## src/rtl/io_signature_harness_if.sv

```systemverilog
// Bus bundle for io_signature_harness: capture control, monitored data and signature results.
interface io_signature_harness_if #(
    parameter int unsigned OUT_W    = 8,
    parameter int unsigned CHANNELS = 3,
    parameter int unsigned SIG_W    = 16,
    parameter int unsigned CNT_W    = 16
);
    logic                        start;
    logic                        abort;
    logic [CNT_W-1:0]            win_len;
    logic [CHANNELS*OUT_W-1:0]   data_in;
    logic [OUT_W-1:0]            trig_value;
    logic [OUT_W-1:0]            trig_mask;
    logic                        busy;
    logic                        done;
    logic                        sig_valid;
    logic [SIG_W-1:0]            signature;
    logic [CNT_W-1:0]            sample_count;

    modport master (
        output start, abort, win_len, data_in, trig_value, trig_mask,
        input  busy, done, sig_valid, signature, sample_count
    );

    modport slave (
        input  start, abort, win_len, data_in, trig_value, trig_mask,
        output busy, done, sig_valid, signature, sample_count
    );
endinterface

```

## src/rtl/io_signature_harness.sv

```systemverilog
// MISR signature capture of equal-width output channels over a programmable window.
// Define SIG_TRIGGER_EN to build the ARM state that waits for a masked ch0 trigger.
module io_signature_harness #(
    parameter int unsigned     OUT_W    = 8,
    parameter int unsigned     CHANNELS = 3,
    parameter int unsigned     SIG_W    = 16,
    parameter int unsigned     CNT_W    = 16,
    parameter logic [SIG_W-1:0] POLY    = SIG_W'(16'h1021),
    parameter logic [SIG_W-1:0] SEED    = '0
) (
    input  logic                  clk,
    input  logic                  reset,
    io_signature_harness_if.slave bus
);
    localparam int unsigned DATA_W  = CHANNELS * OUT_W;
    localparam int unsigned FOLD_W  = ((DATA_W + SIG_W - 1) / SIG_W) * SIG_W;
    localparam int unsigned N_SLICE = FOLD_W / SIG_W;

`ifdef SIG_TRIGGER_EN
    typedef enum logic [1:0] {
        S_IDLE    = 2'd0,
        S_ARM     = 2'd1,
        S_CAPTURE = 2'd2,
        S_DONE    = 2'd3
    } state_t;
`else
    typedef enum logic [1:0] {
        S_IDLE    = 2'd0,
        S_CAPTURE = 2'd2,
        S_DONE    = 2'd3
    } state_t;
`endif

    state_t           state;
    logic             busy_q;
    logic             done_q;
    logic             valid_q;
    logic [SIG_W-1:0] sig_q;
    logic [CNT_W-1:0] cnt_q;
    logic [CNT_W-1:0] win_q;

    logic [FOLD_W-1:0] padded;
    logic [SIG_W-1:0]  fold;
    logic [SIG_W-1:0]  sig_next;
    logic [CNT_W-1:0]  cnt_inc;
    logic              last;
    logic              trig_hit;

    // Zero-pad the channel bus to whole signature slices and XOR them together.
    always_comb begin
        padded = FOLD_W'(bus.data_in);
        fold   = '0;
        for (int i = 0; i < int'(N_SLICE); i++) begin
            fold = fold ^ padded[i*SIG_W +: SIG_W];
        end
    end

    assign sig_next = {sig_q[SIG_W-2:0], 1'b0} ^ (sig_q[SIG_W-1] ? POLY : '0) ^ fold;
    assign cnt_inc  = (cnt_q == '1) ? cnt_q : cnt_q + CNT_W'(1);
    assign last     = (cnt_inc == win_q);

`ifdef SIG_TRIGGER_EN
    assign trig_hit = ((bus.data_in[OUT_W-1:0] ^ bus.trig_value) & bus.trig_mask) == '0;
`else
    logic unused_trig;
    assign trig_hit    = 1'b0;
    assign unused_trig = ^{bus.trig_value, bus.trig_mask, trig_hit};
`endif

    always_ff @(posedge clk) begin
        if (reset) begin
            state   <= S_IDLE;
            busy_q  <= 1'b0;
            done_q  <= 1'b0;
            valid_q <= 1'b0;
            sig_q   <= SEED;
            cnt_q   <= '0;
            win_q   <= '0;
        end else begin
            done_q <= 1'b0;
            case (state)
                S_IDLE: begin
                    if (bus.start) begin
                        sig_q   <= SEED;
                        cnt_q   <= '0;
                        win_q   <= bus.win_len;
                        valid_q <= 1'b0;
                        if (bus.win_len == '0) begin
                            state   <= S_DONE;
                            done_q  <= 1'b1;
                            valid_q <= 1'b1;
                        end else begin
                            busy_q <= 1'b1;
`ifdef SIG_TRIGGER_EN
                            state  <= S_ARM;
`else
                            state  <= S_CAPTURE;
`endif
                        end
                    end
                end
`ifdef SIG_TRIGGER_EN
                // The matching cycle is itself the first sample.
                S_ARM: begin
                    if (bus.abort) begin
                        state   <= S_IDLE;
                        busy_q  <= 1'b0;
                        valid_q <= 1'b0;
                    end else if (trig_hit) begin
                        sig_q <= sig_next;
                        cnt_q <= cnt_inc;
                        if (last) begin
                            state   <= S_DONE;
                            busy_q  <= 1'b0;
                            done_q  <= 1'b1;
                            valid_q <= 1'b1;
                        end else begin
                            state <= S_CAPTURE;
                        end
                    end
                end
`endif
                S_CAPTURE: begin
                    if (bus.abort) begin
                        state   <= S_IDLE;
                        busy_q  <= 1'b0;
                        valid_q <= 1'b0;
                    end else begin
                        sig_q <= sig_next;
                        cnt_q <= cnt_inc;
                        if (last) begin
                            state   <= S_DONE;
                            busy_q  <= 1'b0;
                            done_q  <= 1'b1;
                            valid_q <= 1'b1;
                        end
                    end
                end
                S_DONE: begin
                    state <= S_IDLE;
                end
                default: begin
                    state  <= S_IDLE;
                    busy_q <= 1'b0;
                end
            endcase
        end
    end

    assign bus.busy         = busy_q;
    assign bus.done         = done_q;
    assign bus.sig_valid    = valid_q;
    assign bus.signature    = sig_q;
    assign bus.sample_count = cnt_q;
endmodule

```

## src/flat_wrapper.sv

```systemverilog
// flat-port wrapper written by rule: the top's interface ports become plain ports
module io_signature_harness_flat 
#(
    parameter int unsigned     OUT_W    = 8,
    parameter int unsigned     CHANNELS = 3,
    parameter int unsigned     SIG_W    = 16,
    parameter int unsigned     CNT_W    = 16,
    parameter logic [SIG_W-1:0] POLY    = SIG_W'(16'h1021),
    parameter logic [SIG_W-1:0] SEED    = '0
)
  (clk, reset, bus_start, bus_abort, bus_win_len, bus_data_in, bus_trig_value, bus_trig_mask, bus_busy, bus_done, bus_sig_valid, bus_signature, bus_sample_count);
  io_signature_harness_if #(.OUT_W(OUT_W), .CHANNELS(CHANNELS), .SIG_W(SIG_W), .CNT_W(CNT_W)) bus_i ();
  input  logic clk;
  input  logic reset;
  input wire logic [$bits(bus_i.start)-1:0] bus_start;
  input wire logic [$bits(bus_i.abort)-1:0] bus_abort;
  input wire logic [$bits(bus_i.win_len)-1:0] bus_win_len;
  input wire logic [$bits(bus_i.data_in)-1:0] bus_data_in;
  input wire logic [$bits(bus_i.trig_value)-1:0] bus_trig_value;
  input wire logic [$bits(bus_i.trig_mask)-1:0] bus_trig_mask;
  output wire logic [$bits(bus_i.busy)-1:0] bus_busy;
  output wire logic [$bits(bus_i.done)-1:0] bus_done;
  output wire logic [$bits(bus_i.sig_valid)-1:0] bus_sig_valid;
  output wire logic [$bits(bus_i.signature)-1:0] bus_signature;
  output wire logic [$bits(bus_i.sample_count)-1:0] bus_sample_count;
  assign bus_i.start = bus_start;
  assign bus_i.abort = bus_abort;
  assign bus_i.win_len = bus_win_len;
  assign bus_i.data_in = bus_data_in;
  assign bus_i.trig_value = bus_trig_value;
  assign bus_i.trig_mask = bus_trig_mask;
  assign bus_busy = bus_i.busy;
  assign bus_done = bus_i.done;
  assign bus_sig_valid = bus_i.sig_valid;
  assign bus_signature = bus_i.signature;
  assign bus_sample_count = bus_i.sample_count;
  io_signature_harness #(.OUT_W(OUT_W), .CHANNELS(CHANNELS), .SIG_W(SIG_W), .CNT_W(CNT_W), .POLY(POLY), .SEED(SEED)) u_core (.clk(clk), .reset(reset), .bus(bus_i));
endmodule
```

## config.mk

```make
export PLATFORM = sky130hd
export DESIGN_NAME = io_signature_harness_flat
export DESIGN_NICKNAME = d
export VERILOG_FILES = /design/src/rtl/io_signature_harness_if.sv /design/src/rtl/io_signature_harness.sv /design/src/flat_wrapper.sv
export SDC_FILE = /design/constraint.sdc
export NUM_CORES = 1
export LEC_CHECK = 0
export ABC_AREA = 1
export CAP_MARGIN = 5
export CELL_PAD_IN_SITES_DETAIL_PLACEMENT = 0
export CELL_PAD_IN_SITES_GLOBAL_PLACEMENT = 2
export CORE_ASPECT_RATIO = 1.1
export CORE_UTILIZATION = 26
export DETAILED_ROUTE_END_ITERATION = 10
export GPL_ROUTABILITY_DRIVEN = 0
export MAX_ROUTING_LAYER = met4
export PLACE_DENSITY_LB_ADDON = 0.08
export SYNTH_ARGS = -nofsm -noshare
export SYNTH_HDL_FRONTEND = slang
export SYNTH_SLANG_ARGS = --single-unit
```

## constraint.sdc

```tcl
create_clock -name clk -period 3.3 [get_ports clk]
set_clock_uncertainty 0.05 [all_clocks]
set_input_delay 0.33 -clock clk [delete_from_list [all_inputs] [get_ports clk]]
set_output_delay 0.33 -clock clk [all_outputs]
set_load 0.01 [all_outputs]
```

==> impl_metrics.py <==
metrics = {
    "status": {
        "status": "finished, final reports clean",
    },
    "sta": {
        "post-route-period-util": 0.7955,
        "final-setup-viol-count": 0,
        "fmax_mhz": 380.9,
        "post-route-min-period_ns": 2.625,
        "drv_slew": 0,
        "fin_setup_tns_ns": 0,
        "worst_pin_slew_ns": 0.6230,
        "max_slew_margin": 0.5842,
        "rsz0062_at_grt": "no",
        "finalHoldViolCount": 0,
    },
    "clock_tree": {
        "htree_num_levels": 2,
        "cts_tree": "yes",
        "cts-root-buf": "clkbuf_16",
        "cts_resized": 0,
        "cts-buffers-inserted": 5,
        "clock-sinks": 53,
        "postCtsSetupBuffers": 0,
        "insertion_delay_ns": 0.29,
        "clkTransAtPathRegs_ns": 0.07,
        "cts_buffer_depth": 2,
        "ctsHoldBuffers": 0,
    },
    "floorplan": {
        "core_um2": 11640,
        "row_count": 41,
        "dieArea_um2": 12600,
        "start_util": 0.2713,
        "io_pins": 95,
        "chipHeight_um": 117.6,
        "die_w_um": 107.1,
    },
    "power_and_ir_drop": {
        "pwr-share-clk": 0.342,
        "comb_power_share": 0.194,
        "peakVddDrop_uv": 203.9,
        "p_per_area_nw_per_um2": 362.7,
        "sw_frac_of_total": 0.2801,
        "intPower_uw": 1103,
        "p_switching_uw": 429.0,
        "total_power_uw": 1532,
        "pwr-share-seq": 0.464,
        "p_leak_uw": 0.001684,
    },
    "min_path": {
        "hold_class": "reg2reg",
        "hold_depth": 2,
        "worstHoldStart": "u_core.bus.sig_valid$_SDFFE_PP0P_",
        "holdPathEnd": "u_core.bus.sig_valid$_SDFFE_PP0P_",
    },
    "worst_setup_path": {
        "reg2reg_from": "u_core.bus.sample_count[0]$_SDFFE_PP0P_",
        "r2r_end": "u_core.bus.busy$_SDFFE_PP0P_",
        "r2r_cells": 18,
        "end_kind": "flop",
        "path_class": "reg2reg",
        "worstSetupStartpoint": "u_core.bus.sample_count[0]$_SDFFE_PP0P_",
        "start_kind": "flop",
        "critPathMaxFanout": 28,
        "critPathRequiredTime_ns": 3.44,
        "arrival_ns": 2.77,
        "reg2reg_slack_ns": 0.67,
    },
    "drt": {
        "drc": 0,
        "wl_um": 9821,
        "vias": 3274,
        "drt_first_pass_iters": 5,
        "antenna_left": 0,
        "routedWlPerCell_um": 13.79,
        "via_per_inst": 4.598,
        "drtIter0Drc": 147,
    },
    "synthesis": {
        "synth_cells": 488,
        "syn_area_um2": 3159,
        "ys_seq_elements": 53,
        "yosysSeqAreaShare": 0.3358,
        "synth.avg_cell_area_um2": 6.474,
        "yosys_warnings": 0,
        "synth.top_cell.area_share": 0.3358,
        "ys_types": 31,
        "synth_area_leaders": "dfxtp_1, nand2_1, a21oi_1",
        "synth_fp_nets": 549,
        "synth_top_area_cell": "dfxtp_1",
    },
    "flow_run": {
        "maxCapViolCount": 0,
    },
    "layout": {
        "stdcell_area_um2": 4223,
        "fillCellCount": 1262,
        "nets": 622,
        "drive_above_1_share": 0.06406,
        "n_antenna_cell": 0,
        "area_growth_pct": 33.66,
    },
    "placement": {
        "io_buffers": 78,
        "place_area_um2": 4080,
        "dp_hpwl_um": 7492,
    },
    "global_routing": {
        "grt_util_all_layers": 0.1724,
        "grt_pass1_vias": 3321,
        "gr-total-overflow": 0,
        "antenna_found_initial": 0,
        "grt_pass1_wl_um": 16720,
        "grt_max_degree": 32,
    },
}
layout make-up:
class	count	area, um2	share of cell area
Multi-Input combinational cell	368	1828	0.4329
Sequential cell	53	1061	0.2513
Timing Repair Buffer	82	810.8	0.1920
Inverter	51	192.7	0.04563
Tap cell	150	187.7	0.04444
Clock buffer	5	125.1	0.02963
Clock inverter	3	17.52	0.004148
worst max path at each step:
stage	endpoint	cells after the start
after floorplan	u_core.bus.sig_valid$_SDFFE_PP0P_	17
after global placement	u_core.bus.busy$_SDFFE_PP0P_	18
after detailed placement	u_core.bus.busy$_SDFFE_PP0P_	18
after CTS	u_core.bus.busy$_SDFFE_PP0P_	18
after global routing	u_core.bus.busy$_SDFFE_PP0P_	16
final	u_core.bus.busy$_SDFFE_PP0P_	18
stage by stage:
stage | hold slack, ns | instances | setup WS (ns) | util
6_report | 0.4155 | 712 | 0.6749 | 0.3626
3_5_place_dp | 0.4085 | 704 | 0.6749 | 0.3504
5_1_grt | 0.4455 | 712 | 0.3365 | 0.3626
3_3_place_gp | 0.4018 | 704 | 0.6911 | 0.3504
2_1_floorplan | 0.3585 | 488 | 1.154 | -
4_1_cts | 0.4216 | 712 | 0.6623 | 0.3626
cells by family after synthesis:
family	synth area share
AND/OR/NAND/NOR	0.3691
AO/OA/AOI/OAI	0.1640
buffers and inverters	0.08554
flip-flops	0.3358
XOR/XNOR	0.04159
adder cells (fa/ha/maj)	0.003960
layer usage:
layer | part of all wire | routed length [um] | track usage
met3 | 0.034 | 334 | 0.02602
met2 | 0.47 | 4572 | 0.2831
met4 | 0.010 | 100 | 0.04024
met5 | 0 | 0 | -
met1 | 0.49 | 4814 | 0.2215
registers in the layout, summed over array words and instances (netlist names):
name	count
u_core.bus.sig_valid	1
u_core.bus.busy	1
u_core.bus.sample_count	16
u_core.bus.signature	16
u_core.state	2
u_core.bus.done	1
u_core.win_q	16
power groups by stage:
stage | clock network (uW) | logic, uW | registers, uW
2_1_floorplan | 0 | 160 | 723
4_1_cts | 546 | 304 | 711
5_1_grt | 565 | 338 | 717
3_5_place_dp | 0 | 302 | 725
3_3_place_gp | 0 | 301 | 725
6_report | 524 | 297 | 710
critical path, stage by stage, from the launching register on:
cell	delay, ns
dfxtp_1	0.51
ha_1	0.31
inv_1	0.11
nor2_4	0.15
nand2_4	0.08
clkinv_2	0.06
nand2_4	0.19
nand2_1	0.20
nand2_1	0.06
nand2_1	0.08
nand2_1	0.05
inv_1	0.05
nand3_1	0.06
nor2_1	0.08
nand3_1	0.12
nand2_2	0.14
nand4_1	0.09
nand2_1	0.07
nor2_1	0.05
cell usage after synthesis, drive strengths merged:
library cell	number
clkinv	1
nand2	150
nor3	4
nand3b	5
nor4	1
inv	50
nand3	35
dfxtp	53
nand4	13
o21bai	6
or2	5
a211oi	8
a21oi	51
ha	1
o211ai	1
nor2	42
nor3b	1
and3	1
xor2	8
xnor2	7
o21ai	29
buf	4
clkbuf	12
layout by cell type (no fill, tap or decap), types with 6 or more instances in the layout:
cell / count
nand4_1: 13
clkdlybuf4s50_1: 78
dfxtp_1: 53
a211oi_1: 7
nand3_1: 27
nand3_2: 8
xor2_1: 8
o21ai_0: 29
inv_1: 49
nor2_1: 39
o21bai_1: 6
a21oi_1: 51
xnor2_1: 7
nand2_1: 145
No activity file was read; power rests on OpenSTA's default activity.
